$ cat src/rtl/fp32_pkg.sv
// Shared binary32 types, constants and helpers for the sequential FP datapath.
package fp32_pkg;

  localparam int          EXP_BIAS = 127;
  localparam int          EXP_MAX  = 255;
  localparam int          MANT_W   = 23;
  localparam logic [31:0] QNAN     = 32'h7FC0_0000;

  typedef struct packed {
    logic              sign;
    logic [7:0]        exp;
    logic [MANT_W-1:0] mant;
  } fp32_t;

  typedef enum logic [2:0] {
    ST_IDLE   = 3'd0,
    ST_ALIGN  = 3'd1,
    ST_ADDSUB = 3'd2,
    ST_NORM   = 3'd3,
    ST_ROUND  = 3'd4,
    ST_DONE   = 3'd5
  } state_t;

  function automatic logic is_nan(input fp32_t f);
    return (&f.exp) && (|f.mant);
  endfunction

  function automatic logic is_inf(input fp32_t f);
    return (&f.exp) && !(|f.mant);
  endfunction

  // Subnormals count as zero because they are flushed on entry.
  function automatic logic is_zero(input fp32_t f);
    return f.exp == 8'd0;
  endfunction

  function automatic logic [4:0] lzc28(input logic [27:0] v);
    logic [4:0] n;
    logic       found;
    n     = 5'd28;
    found = 1'b0;
    for (int i = 27; i >= 0; i--) begin
      if (!found && v[i]) begin
        n     = 5'(27 - i);
        found = 1'b1;
      end
    end
    return n;
  endfunction

endpackage

$ cat src/rtl/fp32_lzc28.sv
// 28-bit leading-zero counter; an all-zero input reports 28.
module fp32_lzc28
  import fp32_pkg::*;
(
  input  logic [27:0] value_i,
  output logic [4:0]  count_o
);

  assign count_o = lzc28(value_i);

endmodule

$ cat src/rtl/fp32_sub_seq.sv
// Multi-cycle binary32 subtractor (A - B), RNE rounding, flush-to-zero, valid/ready on both sides.
module fp32_sub_seq
  import fp32_pkg::*;
#(
  parameter logic [31:0] QNAN = fp32_pkg::QNAN,
  parameter int          FTZ  = 1
) (
  input  logic        clk,
  input  logic        rst,
  input  logic        in_valid,
  output logic        in_ready,
  input  logic [31:0] inputA,
  input  logic [31:0] inputB,
  output logic        out_valid,
  input  logic        out_ready,
  output logic [31:0] out,
  output logic        overflow,
  output logic [2:0]  state_dbg
);

  // Handshake: a transfer happens on any posedge where valid and ready are both 1;
  // in_ready is high only in IDLE, out_valid only in DONE, and out is stable while out_valid is high.

  state_t              state_q, state_d;
  fp32_t               a_q, a_d, b_q, b_d;
  logic                special_q, special_d;
  logic [31:0]         spec_res_q, spec_res_d;
  logic                sx_q, sx_d, sy_q, sy_d;
  logic [7:0]          ex_q, ex_d;
  logic [26:0]         mx_q, mx_d, my_q, my_d;
  logic [27:0]         sum_q, sum_d;
  logic                nsign_q, nsign_d, nzero_q, nzero_d;
  logic signed [9:0]   nexp_q, nexp_d;
  logic [26:0]         nmant_q, nmant_d;
  logic [31:0]         out_q, out_d;
  logic                ovf_q, ovf_d;

  // Align: unpack, order by magnitude, shift the smaller operand into {mant, G, R, S}.
  logic        al_xs, al_ys, al_hit;
  logic [7:0]  al_xe, al_ye, al_shamt;
  logic [23:0] al_ma, al_mb, al_xm, al_ym;
  logic [52:0] al_ext;
  logic [26:0] al_ymal;
  logic [31:0] al_spec;

  always_comb begin
    al_ma = is_zero(a_q) ? 24'd0 : {1'b1, a_q.mant};
    al_mb = is_zero(b_q) ? 24'd0 : {1'b1, b_q.mant};
    if ({a_q.exp, al_ma} >= {b_q.exp, al_mb}) begin
      al_xs = a_q.sign; al_xe = a_q.exp; al_xm = al_ma;
      al_ys = b_q.sign; al_ye = b_q.exp; al_ym = al_mb;
    end else begin
      al_xs = b_q.sign; al_xe = b_q.exp; al_xm = al_mb;
      al_ys = a_q.sign; al_ye = a_q.exp; al_ym = al_ma;
    end
    al_shamt = al_xe - al_ye;
    al_ext   = {al_ym, 29'd0} >> al_shamt;
    if (al_shamt >= 8'd26) al_ymal = {26'd0, |al_ym};
    else                   al_ymal = {al_ext[52:27], |al_ext[26:0]};

    al_hit  = 1'b1;
    al_spec = QNAN;
    if (is_nan(a_q) || is_nan(b_q)) begin
      al_spec = QNAN;
    end else if (is_inf(a_q) && is_inf(b_q)) begin
      al_spec = (a_q.sign != b_q.sign) ? QNAN : {a_q.sign, 8'hFF, 23'd0};
    end else if (is_inf(a_q)) begin
      al_spec = {a_q.sign, 8'hFF, 23'd0};
    end else if (is_inf(b_q)) begin
      al_spec = {b_q.sign, 8'hFF, 23'd0};
    end else begin
      al_hit = 1'b0;
    end
  end

  // Normalise: carry shifts right, otherwise shift so the leading one lands on bit 26.
  logic [4:0]        lz, lz_m1;
  logic              n_sign, n_zero;
  logic signed [9:0] n_exp;
  logic [26:0]       n_mant;

  fp32_lzc28 u_lzc (
    .value_i (sum_q),
    .count_o (lz)
  );

  always_comb begin
    lz_m1  = lz - 5'd1;
    n_sign = sx_q;
    n_zero = 1'b0;
    n_exp  = $signed({2'b00, ex_q}) - $signed({5'd0, lz_m1});
    n_mant = sum_q[26:0] << lz_m1;
    if (sum_q == 28'd0) begin
      n_zero = 1'b1;
      n_sign = sx_q & sy_q;
    end else if (sum_q[27]) begin
      n_exp  = $signed({2'b00, ex_q}) + 10'sd1;
      n_mant = {sum_q[27:2], sum_q[1] | sum_q[0]};
    end
    if (!n_zero && n_exp <= 10'sd0 && FTZ != 0) n_zero = 1'b1;
  end

  // Round to nearest even and pack.
  logic              r_inc;
  logic [24:0]       r_m25;
  logic signed [9:0] r_exp;
  logic [22:0]       r_frac;
  logic [31:0]       r_out;
  logic              r_ovf;

  always_comb begin
    r_inc  = nmant_q[2] & (nmant_q[1] | nmant_q[0] | nmant_q[3]);
    r_m25  = {1'b0, nmant_q[26:3]} + 25'(r_inc);
    r_exp  = nexp_q + (r_m25[24] ? 10'sd1 : 10'sd0);
    r_frac = r_m25[24] ? r_m25[23:1] : r_m25[22:0];
    r_ovf  = 1'b0;
    if (special_q)                    r_out = spec_res_q;
    else if (nzero_q)                 r_out = {nsign_q, 31'd0};
    else if (int'(r_exp) >= EXP_MAX) begin
      r_out = {nsign_q, 8'hFF, 23'd0};
      r_ovf = 1'b1;
    end else                          r_out = {nsign_q, r_exp[7:0], r_frac};
  end

  always_comb begin
    state_d = state_q; a_d = a_q; b_d = b_q;
    special_d = special_q; spec_res_d = spec_res_q;
    sx_d = sx_q; sy_d = sy_q; ex_d = ex_q; mx_d = mx_q; my_d = my_q; sum_d = sum_q;
    nsign_d = nsign_q; nzero_d = nzero_q; nexp_d = nexp_q; nmant_d = nmant_q;
    out_d = out_q; ovf_d = ovf_q;
    case (state_q)
      ST_IDLE: if (in_valid) begin
        a_d     = inputA;
        b_d     = {~inputB[31], inputB[30:0]};
        state_d = ST_ALIGN;
      end
      ST_ALIGN: begin
        sx_d = al_xs; sy_d = al_ys; ex_d = al_xe;
        mx_d = {al_xm, 3'b000}; my_d = al_ymal;
        special_d = al_hit; spec_res_d = al_spec;
        state_d = ST_ADDSUB;
      end
      ST_ADDSUB: begin
        sum_d   = (sx_q ^ sy_q) ? ({1'b0, mx_q} - {1'b0, my_q}) : ({1'b0, mx_q} + {1'b0, my_q});
        state_d = ST_NORM;
      end
      ST_NORM: begin
        nsign_d = n_sign; nzero_d = n_zero; nexp_d = n_exp; nmant_d = n_mant;
        state_d = ST_ROUND;
      end
      ST_ROUND: begin
        out_d   = r_out;
        ovf_d   = r_ovf;
        state_d = ST_DONE;
      end
      ST_DONE: if (out_ready) state_d = ST_IDLE;
      default: state_d = ST_IDLE;
    endcase
  end

  always_ff @(posedge clk) begin
    if (rst) begin
      state_q <= ST_IDLE; a_q <= '0; b_q <= '0;
      special_q <= 1'b0; spec_res_q <= '0;
      sx_q <= 1'b0; sy_q <= 1'b0; ex_q <= '0; mx_q <= '0; my_q <= '0; sum_q <= '0;
      nsign_q <= 1'b0; nzero_q <= 1'b0; nexp_q <= '0; nmant_q <= '0;
      out_q <= '0; ovf_q <= 1'b0;
    end else begin
      state_q <= state_d; a_q <= a_d; b_q <= b_d;
      special_q <= special_d; spec_res_q <= spec_res_d;
      sx_q <= sx_d; sy_q <= sy_d; ex_q <= ex_d; mx_q <= mx_d; my_q <= my_d; sum_q <= sum_d;
      nsign_q <= nsign_d; nzero_q <= nzero_d; nexp_q <= nexp_d; nmant_q <= nmant_d;
      out_q <= out_d; ovf_q <= ovf_d;
    end
  end

  assign in_ready  = (state_q == ST_IDLE);
  assign out_valid = (state_q == ST_DONE);
  assign out       = out_q;
  assign overflow  = ovf_q;
  assign state_dbg = state_q;

endmodule
$ cat config.mk
export PLATFORM = sky130hd
export DESIGN_NAME = fp32_sub_seq
export DESIGN_NICKNAME = d
export VERILOG_FILES = /design/src/rtl/fp32_pkg.sv /design/src/rtl/fp32_lzc28.sv /design/src/rtl/fp32_sub_seq.sv
export SDC_FILE = /design/constraint.sdc
export NUM_CORES = 1
export LEC_CHECK = 0
export CAP_MARGIN = 20
export CORE_MARGIN = 2
export CORE_UTILIZATION = 45
export CTS_CLUSTER_DIAMETER = 30
export DETAILED_ROUTE_END_ITERATION = 6
export PLACE_DENSITY = 0.66
export SETUP_SLACK_MARGIN = 0.3
export SLEW_MARGIN = 15
export SYNTH_ARGS = -nofsm -noshare
export SYNTH_HDL_FRONTEND = slang
export SYNTH_SLANG_ARGS = --single-unit
$ cat constraint.sdc
create_clock -name clk -period 7.74 [get_ports clk]
set_input_delay 0.774 -clock clk [delete_from_list [all_inputs] [get_ports clk]]
set_output_delay 0.774 -clock clk [all_outputs]
set_load 0.02 [all_outputs]
==> flow_summary.yaml <==
setup_path:
  r2r_start: "b_q[28]"
  critPathCaptureType: "flip-flop"
  r2r_end: "my_q[0]"
  r2r_cells: 18
  cp.arrival_ps: 6730
  critical_path_class: "reg2reg"
  startpoint: "b_q[28]"
  timing.critical_path.buf_inv: 1
  critPathMaxFanout: 50
  slowest_stage: "o211ai_2"
  critPathMaxStageDelay_ps: 720
  rrSetupSlack_ps: 1470
  worst_path_most_repeated_cell: "nand2_1"
  path_delay_family: "compound AO/OA/AOI/OAI gates"
  crit_required_ps: 8200
  path_cells: "nor4_1, nand2_1, nand2_1, ha_1, a2111oi_0, nor3_1, a211o_1, a41o_2, nor2_8, buf_4, o32ai_1, o211ai_2, mux2i_1, mux2_1, nor2_1, or4_1, o311ai_1, nand2_1"
  startpoint_type: "flip-flop"
global_route:
  grt_overflow: 0
  antenna_found_initial: 0
  grt_pass1_wl_um: 91680
  grt.total_usage: 0.2800
  grt_pass1_vias: 16740
  grt_max_degree: 74
die:
  die_x_um: 200.6
  rows: 72
  fp.dieH_um: 200.6
  initial_core_util: 0.4533
  die_area_mm2: 0.04025
  ios: 106
  core_mm2: 0.03838
timing:
  relSlewSlack: 0.3808
  holdWs_ps: 467.7
  clock_skew_ps: 28.27
  setup_tns_ps: 0
  period_needed_ps: 6269
  maxSlewViolCount: 0
  worst_slew_pin_slew_ps: 927.9
  hold_violations: 0
  setup_viol: 0
  layout_worst_path_cycle_share: 0.8099
  rsz0062_at_grt: "no"
  fmax_ghz: 0.1595
yosys:
  synth-edff-count: 0
  synth_area_leaders: "dfxtp_1, nand2_1, ha_1, a21oi_1, nor2_1"
  ys_async_sr_fraction: 0
  ys_seq_area_frac: 0.2670
  syn_inst: 2320
  synth.avg_cell_area_um2: 7.499
  synth_cell_types: 89
  ys.flop_type: "dfxtp_1"
  synth_area_mm2: 0.01740
  synthesis.nets: 2483
  synth_seq_cells: 232
  synth_top_area_share: 0.2670
  yosysTopAreaCell: "dfxtp_1"
  yosys_warnings: 0
clock_network:
  clk_latency_ps: 600
  clock-root-buffer: "clkbuf_16"
  hold_buffers: 0
  htree_levels: 2
  cts.repair.resized: 0
  path_clk_slew_ps: 50
  numCtsBuffers: 58
  ctsLongestPathBuffers: 3
  clock_sinks: 232
  cts_setup_buffers: 0
  cts_tree: "done"
drt:
  drt_first_iter_violations: 1503
  avgViaCountPerCell: 6.050
  first_pass_iters: 6
  routed_wl_um: 57970
  vias: 17700
  antenna_left: 0
  wl_per_cell_um: 19.82
  drc_errors: 0
layout:
  final_cell_mix: "nand2_1, nor2_1, dfxtp_1"
  area_delta_synth_final_pct: 20.09
  diodes: 0
  final_common_cell: "nand2_1"
  nets: 2522
  drive_gt1_frac: 0.08891
hold_path:
  hp-start: "spec_res_q[22]"
  hold_end: "spec_res_q[22]"
  hold_path_class: "reg2reg"
  min_path_cells: 2
placed_design:
  hpwl_um: 43190
  routabilityCongestion: 0.9469
  portBuffers: 105
job:
  cap_violations: 0
run_status:
  status: "finished, final reports clean"
power_and_ir_drop:
  max-vdd-ir-drop_mv: 0.2228
  power.density_mw_per_mm2: 363.8
  leakagePower_uw: 0.007988
final cells by class:
type / instances / area (um^2)
tap: 518 / 648.1
clock inverter: 33 / 568.0
timing repair buffer: 146 / 1370
inverter: 104 / 395.4
clock buffer: 75 / 1605
multi-input combinational: 1817 / 11660
sequential: 232 / 4644
fill: 3658 / 17480
worst min-delay path, delay by kind of cell (launching register included):
family | cells | cell delay [ps]
flip-flops | 1 | 320
AND/OR/NAND/NOR | 1 | 60
AO/OA/AOI/OAI | 1 | 50
power breakdown:
group	internal [uW]	switching (uW)
Sequential	1290	141
Combinational	1260	2240
Clock	1910	758
state kept, by name, indices dropped and copies added (netlist names):
register	count
nexp_q	10
sum_q	28
sy_q	1
state_dbg	3
sx_q	1
nsign_q	1
ex_q	8
nzero_q	1
my_q	27
spec_res_q	3
b_q	32
mx_q	24
overflow	1
special_q	1
out	32
a_q	32
nmant_q	27
layer usage:
metal  track usage  up-vias  share of wire
li1              -     8541              -
met1        0.3703     8392           0.45
met2        0.4565      649           0.46
met3       0.05227      115          0.064
met4        0.1008        0          0.033
met5             0        -              0
synth_stat cells, drive strengths merged (24+ instances only):
cell type  count
mux4          25
clkbuf       126
buf           41
and2          24
mux2i         77
xnor2         34
nand2        328
o21ai        116
a211oi        63
dfxtp        232
inv          104
ha            93
o211ai        24
nand3         46
nor4          36
a21oi        208
nor3          60
nor2         249
a22oi         37
a31oi         39
metrics by stage:
| step | cell area [um^2] | instances | setup slack (ps) | total power, uW | util |
|---|---|---|---|---|---|
| after floorplan | 17400 | 2320 | 825.1 | 3999 | - |
| final | 20890 | 2925 | 1471 | 7600 | 0.5444 |
| after detailed placement | 18710 | 2817 | 1546 | 4864 | 0.4876 |
| after global placement | 18710 | 2816 | 1555 | 4875 | 0.4875 |
| after CTS | 20890 | 2925 | 1500 | 7562 | 0.5442 |
| after global routing | 20890 | 2925 | 1096 | 7994 | 0.5444 |
logic make-up (layout without fill, tap and decap cells):
logic type	after synthesis	in the layout	synth area share
xor+xnor	56	56	0.02862
mux	124	124	0.09091
fa+ha+maj	97	97	0.07034
compound gates	687	687	0.2571
buf+inv	271	358	0.06358
flops	232	232	0.2670
simple gates	853	853	0.2225
worst max path at each step:
stage | end | slack, ps | depth (start not counted)
floorplan | my_q[0] | 830 | 30
global placement | my_q[0] | 1550 | 18
detailed placement | my_q[0] | 1550 | 18
CTS | my_q[0] | 1500 | 18
global route | my_q[0] | 1100 | 24
finish | my_q[0] | 1470 | 18
Note: power is estimated with default switching activity, not from simulation.
==> variant 1, RTL diff (same settings) <==
Register the output `overflow` once more, cleared by the reset; this adds one clock of latency there. The other outputs are not delayed to match.
--- a/src/rtl/fp32_sub_seq.sv
+++ b/src/rtl/fp32_sub_seq.sv
@@ -178,5 +178,11 @@
   assign out_valid = (state_q == ST_DONE);
   assign out       = out_q;
-  assign overflow  = ovf_q;
+  always_ff @(posedge clk) begin
+    if (rst) begin
+      overflow <= '0;
+    end else begin
+      overflow <= ovf_q;
+    end
+  end
   assign state_dbg = state_q;
 
Check against the original RTL: not equivalent (Yosys sat finds a counterexample within 10 cycles, from zero or initial values and one cycle with rst high).
==> variant 1 against the original RTL <==
- the run now ends with DRC left
- setup slack improved by 130 ps
- routed wire length decreased by 1.2%
- die area fell by 3.0%
- sequential cell count up 1
- worst hold slack worse by 3.8 ps
- design area down 2.9%
- power fell by 3.9%
- area after synthesis is 3.1% lower
- largest cell class unchanged
==> variant 1: results (changes against the original RTL) <==
{| class="wikitable"
! Metric !! Value
|-
| Violated checks || DRC
|-
| Post-DP Area || 0.0182 mm² (-3.0%)
|-
| Logic inverters || 97 (-6.7%)
|-
| Sequential area share after synthesis || 0.277 (+0.00960)
|-
| Met3 routed WL || 3.14 mm (-15%)
|-
| Multiplexer share of the synthesized area || 0.108 (+0.0170)
|-
| Internal reg-to-reg setup slack || 1600 ps (+130 ps)
|-
| GR met1 Demand/Resource || 0.352 (-0.0180)
|-
| Number of cells on the worst reg-to-reg path || 24 (+6)
|-
| Most instantiated cells after synthesis || sky130_fd_sc_hd__nand2_1 (341), sky130_fd_sc_hd__dfxtp_1 (233), sky130_fd_sc_hd__nor2_1 (229)
|-
| Synthesized-area fraction occupied by ao, oa, aoi and oai cells || 0.237 (-0.0205)
|-
| Detailed router's first-iteration violation count || 1363 (-9.3%)
|-
| Status || finished with violations
|-
| Smallest hold slack || 464 ps (-3.80 ps)
|-
| Bufs w/o clock || 137 (-6.2%)
|-
| Clock skew || 26.3 ps (-2.00 ps)
|-
| Number of remaining DRC errors || 1 (+1)
|-
| First drt pass iteration count || 7 (+1)
|-
| Clock Sink Count || 233 (+0.43%)
|-
| Met2 routing resource usage after global routing || 0.507 (+0.0510)
|-
| Instance count after placement with tap cells included || 2684 (-4.7%)
|-
| Vias per cell || 6.02 (-0.57%)
|-
| Launch instance of the worst register-to-register path || b_q[27]
|-
| Share of the synthesized netlist area taken by xor and xnor gates || 0.0338 (+0.00513)
|-
| Measured slew at the worst slew-check pin || 1090 ps (+160 ps)
|}
## variant 1: power by group
group          leakage [nW]  internal [W]  switching (W)  total [W]
Clock                  1.02       0.00175       0.000798    0.00255
Sequential             1.90       0.00129       0.000139    0.00143
Combinational          4.94       0.00121        0.00212    0.00333
## variant 1: worst max path at each step
stage,from,to,slack (ps),depth (start not counted)
after floorplan,a_q[24],my_q[0],1460,29
after global placement,b_q[27],my_q[0],1830,24
after detailed placement,b_q[27],my_q[0],1830,24
after CTS,b_q[27],my_q[0],1750,24
after global routing,b_q[27],my_q[23],1290,24
final,b_q[27],my_q[0],1600,24
## variant 1: worst min-delay path, cell delays in order (launching register included)
cell and delay, ps:
sky130_fd_sc_hd__dfxtp_1 310, sky130_fd_sc_hd__nand2_1 50, sky130_fd_sc_hd__a21oi_1 50
==> variant 2, RTL diff (config.mk and constraints unchanged) <==
Made on the original files. Set the package constant `EXP_MAX` to 127 (it was 255).
--- a/src/rtl/fp32_pkg.sv
+++ b/src/rtl/fp32_pkg.sv
@@ -3,5 +3,5 @@
 
   localparam int          EXP_BIAS = 127;
-  localparam int          EXP_MAX  = 255;
+  localparam int          EXP_MAX  = 127;
   localparam int          MANT_W   = 23;
   localparam logic [31:0] QNAN     = 32'h7FC0_0000;
Formal check against the unedited RTL: not equivalent (a bounded check fails within 10 cycles, from zero or initial values and one cycle with rst high).
==> variant 2 against the original RTL <==
- the run now ends with DRC left
- sequential cell count unchanged
- power down 0.11%
- utilization down 0.15 points
- count of clock-buffer cells in the layout down 8
- non-clock buffer count down 11
- design area up 0.19%
- combinational power up 3%
- routed wire length down 4.7%
- setup slack worse by 780 ps
- area after synthesis up 0.78%
- critical endpoint is now my_q[3]
- highest routed layer unchanged
==> variant 2: results (changes against the original RTL) <==
{| class="wikitable"
! Metric !! Value
|-
| Post-synth net total || 2504 (+0.85%)
|-
| Routability congestion estimate || 0.924 (-2.4%)
|-
| Violated checks || DRC
|-
| Detail-routed net length per standard cell || 18.8 µm (-5.1%)
|-
| Bufs w/o clock || 135 (-7.5%)
|-
| Multiplexer share of the synthesized area || 0.109 (+0.0176)
|-
| Sequential share of cell area || 0.222 (-0.000412)
|-
| Combinational share of power || 0.474 (+0.014)
|-
| Mean cell area of the mapped netlist || 7.49 µm² (-0.13%)
|-
| Post-synthesis adder-cell area fraction || 0.0698 (-0.000542)
|-
| Vias in the first global route || 16300 (-2.5%)
|-
| Launch instance of the worst min-delay path || overflow
|-
| Fillers || 3765 (+2.9%)
|-
| Multi-input combinational cell count || 1840 (+1.3%)
|-
| Status || finished with violations
|-
| Number of remaining DRC errors || 1 (+1)
|-
| Largest net degree at the start of global routing || 131 (+77%)
|-
| Start point of the critical path || a_q[24]
|-
| Number of library cell types mapped by synthesis || 91 (+2.2%)
|-
| TritonCTS buffer count || 56 (-3.4%)
|-
| Slowest cell on crit path || sky130_fd_sc_hd__buf_4
|-
| Overall track demand over capacity in global routing || 0.269 (-0.0114)
|-
| Sequential area share after synthesis || 0.265 (-0.00206)
|-
| Measured slew at the worst slew-check pin || 1010 ps (+85.4 ps)
|-
| Vias per cell || 5.94 (-1.8%)
|-
| Area of combinational cells with multiple inputs || 0.0118 mm² (+1.6%)
|-
| Worst Hold Path EP || overflow
|-
| Maximum fanout along the worst path || 56 (+12%)
|}
## variant 2: cell types whose count changed in the layout (fill, tap and decap cells not counted), moves of 8 or more
cell                      unedited run  this run
sky130_fd_sc_hd__nand2_1           327       350
sky130_fd_sc_hd__mux2_2             19        11
sky130_fd_sc_hd__buf_4              39        29
sky130_fd_sc_hd__a21oi_1           208       194
sky130_fd_sc_hd__nor4_1             33        23
sky130_fd_sc_hd__mux4_2             25        35
sky130_fd_sc_hd__nor2_1            248       277
sky130_fd_sc_hd__nand3_1            44        58
sky130_fd_sc_hd__mux2i_1            77        99
sky130_fd_sc_hd__a31oi_1            39        26
sky130_fd_sc_hd__xnor2_1            33        44
## variant 2: kinds of logic (layout without fill, tap and decap cells)
| group | Yosys count | count (layout) |
|---|---|---|
| AOI/OAI and AO/OA | 634 | 634 |
| xor gates and xnor gates | 65 | 65 |
| adders and majority gates | 97 | 97 |
| buffers and inverters | 269 | 348 |
| DFF | 232 | 232 |
| muxes | 145 | 145 |
| and+or+nand+nor | 899 | 899 |
## variant 2: metal layers
layer / vias up / part of all wire / GRT usage / wire length (µm)
met2: 589 / 0.45 / 0.431 / 25100
met1: 8242 / 0.45 / 0.366 / 24900
li1: 8521 / - / - / -
met3: 100 / 0.064 / 0.0426 / 3550
met4: 0 / 0.030 / 0.0951 / 1690
met5: - / 0 / 0 / 0
## variant 2: stage by stage
stage	instance area [µm²]	power (W)	setup slack [ps]
2_1_floorplan	17500	0.00413	1650
3_3_place_gp	18800	0.00496	1040
3_5_place_dp	18800	0.00498	816
4_1_cts	20900	0.00757	761
5_1_grt	20900	0.00804	354
6_report	20900	0.00759	695
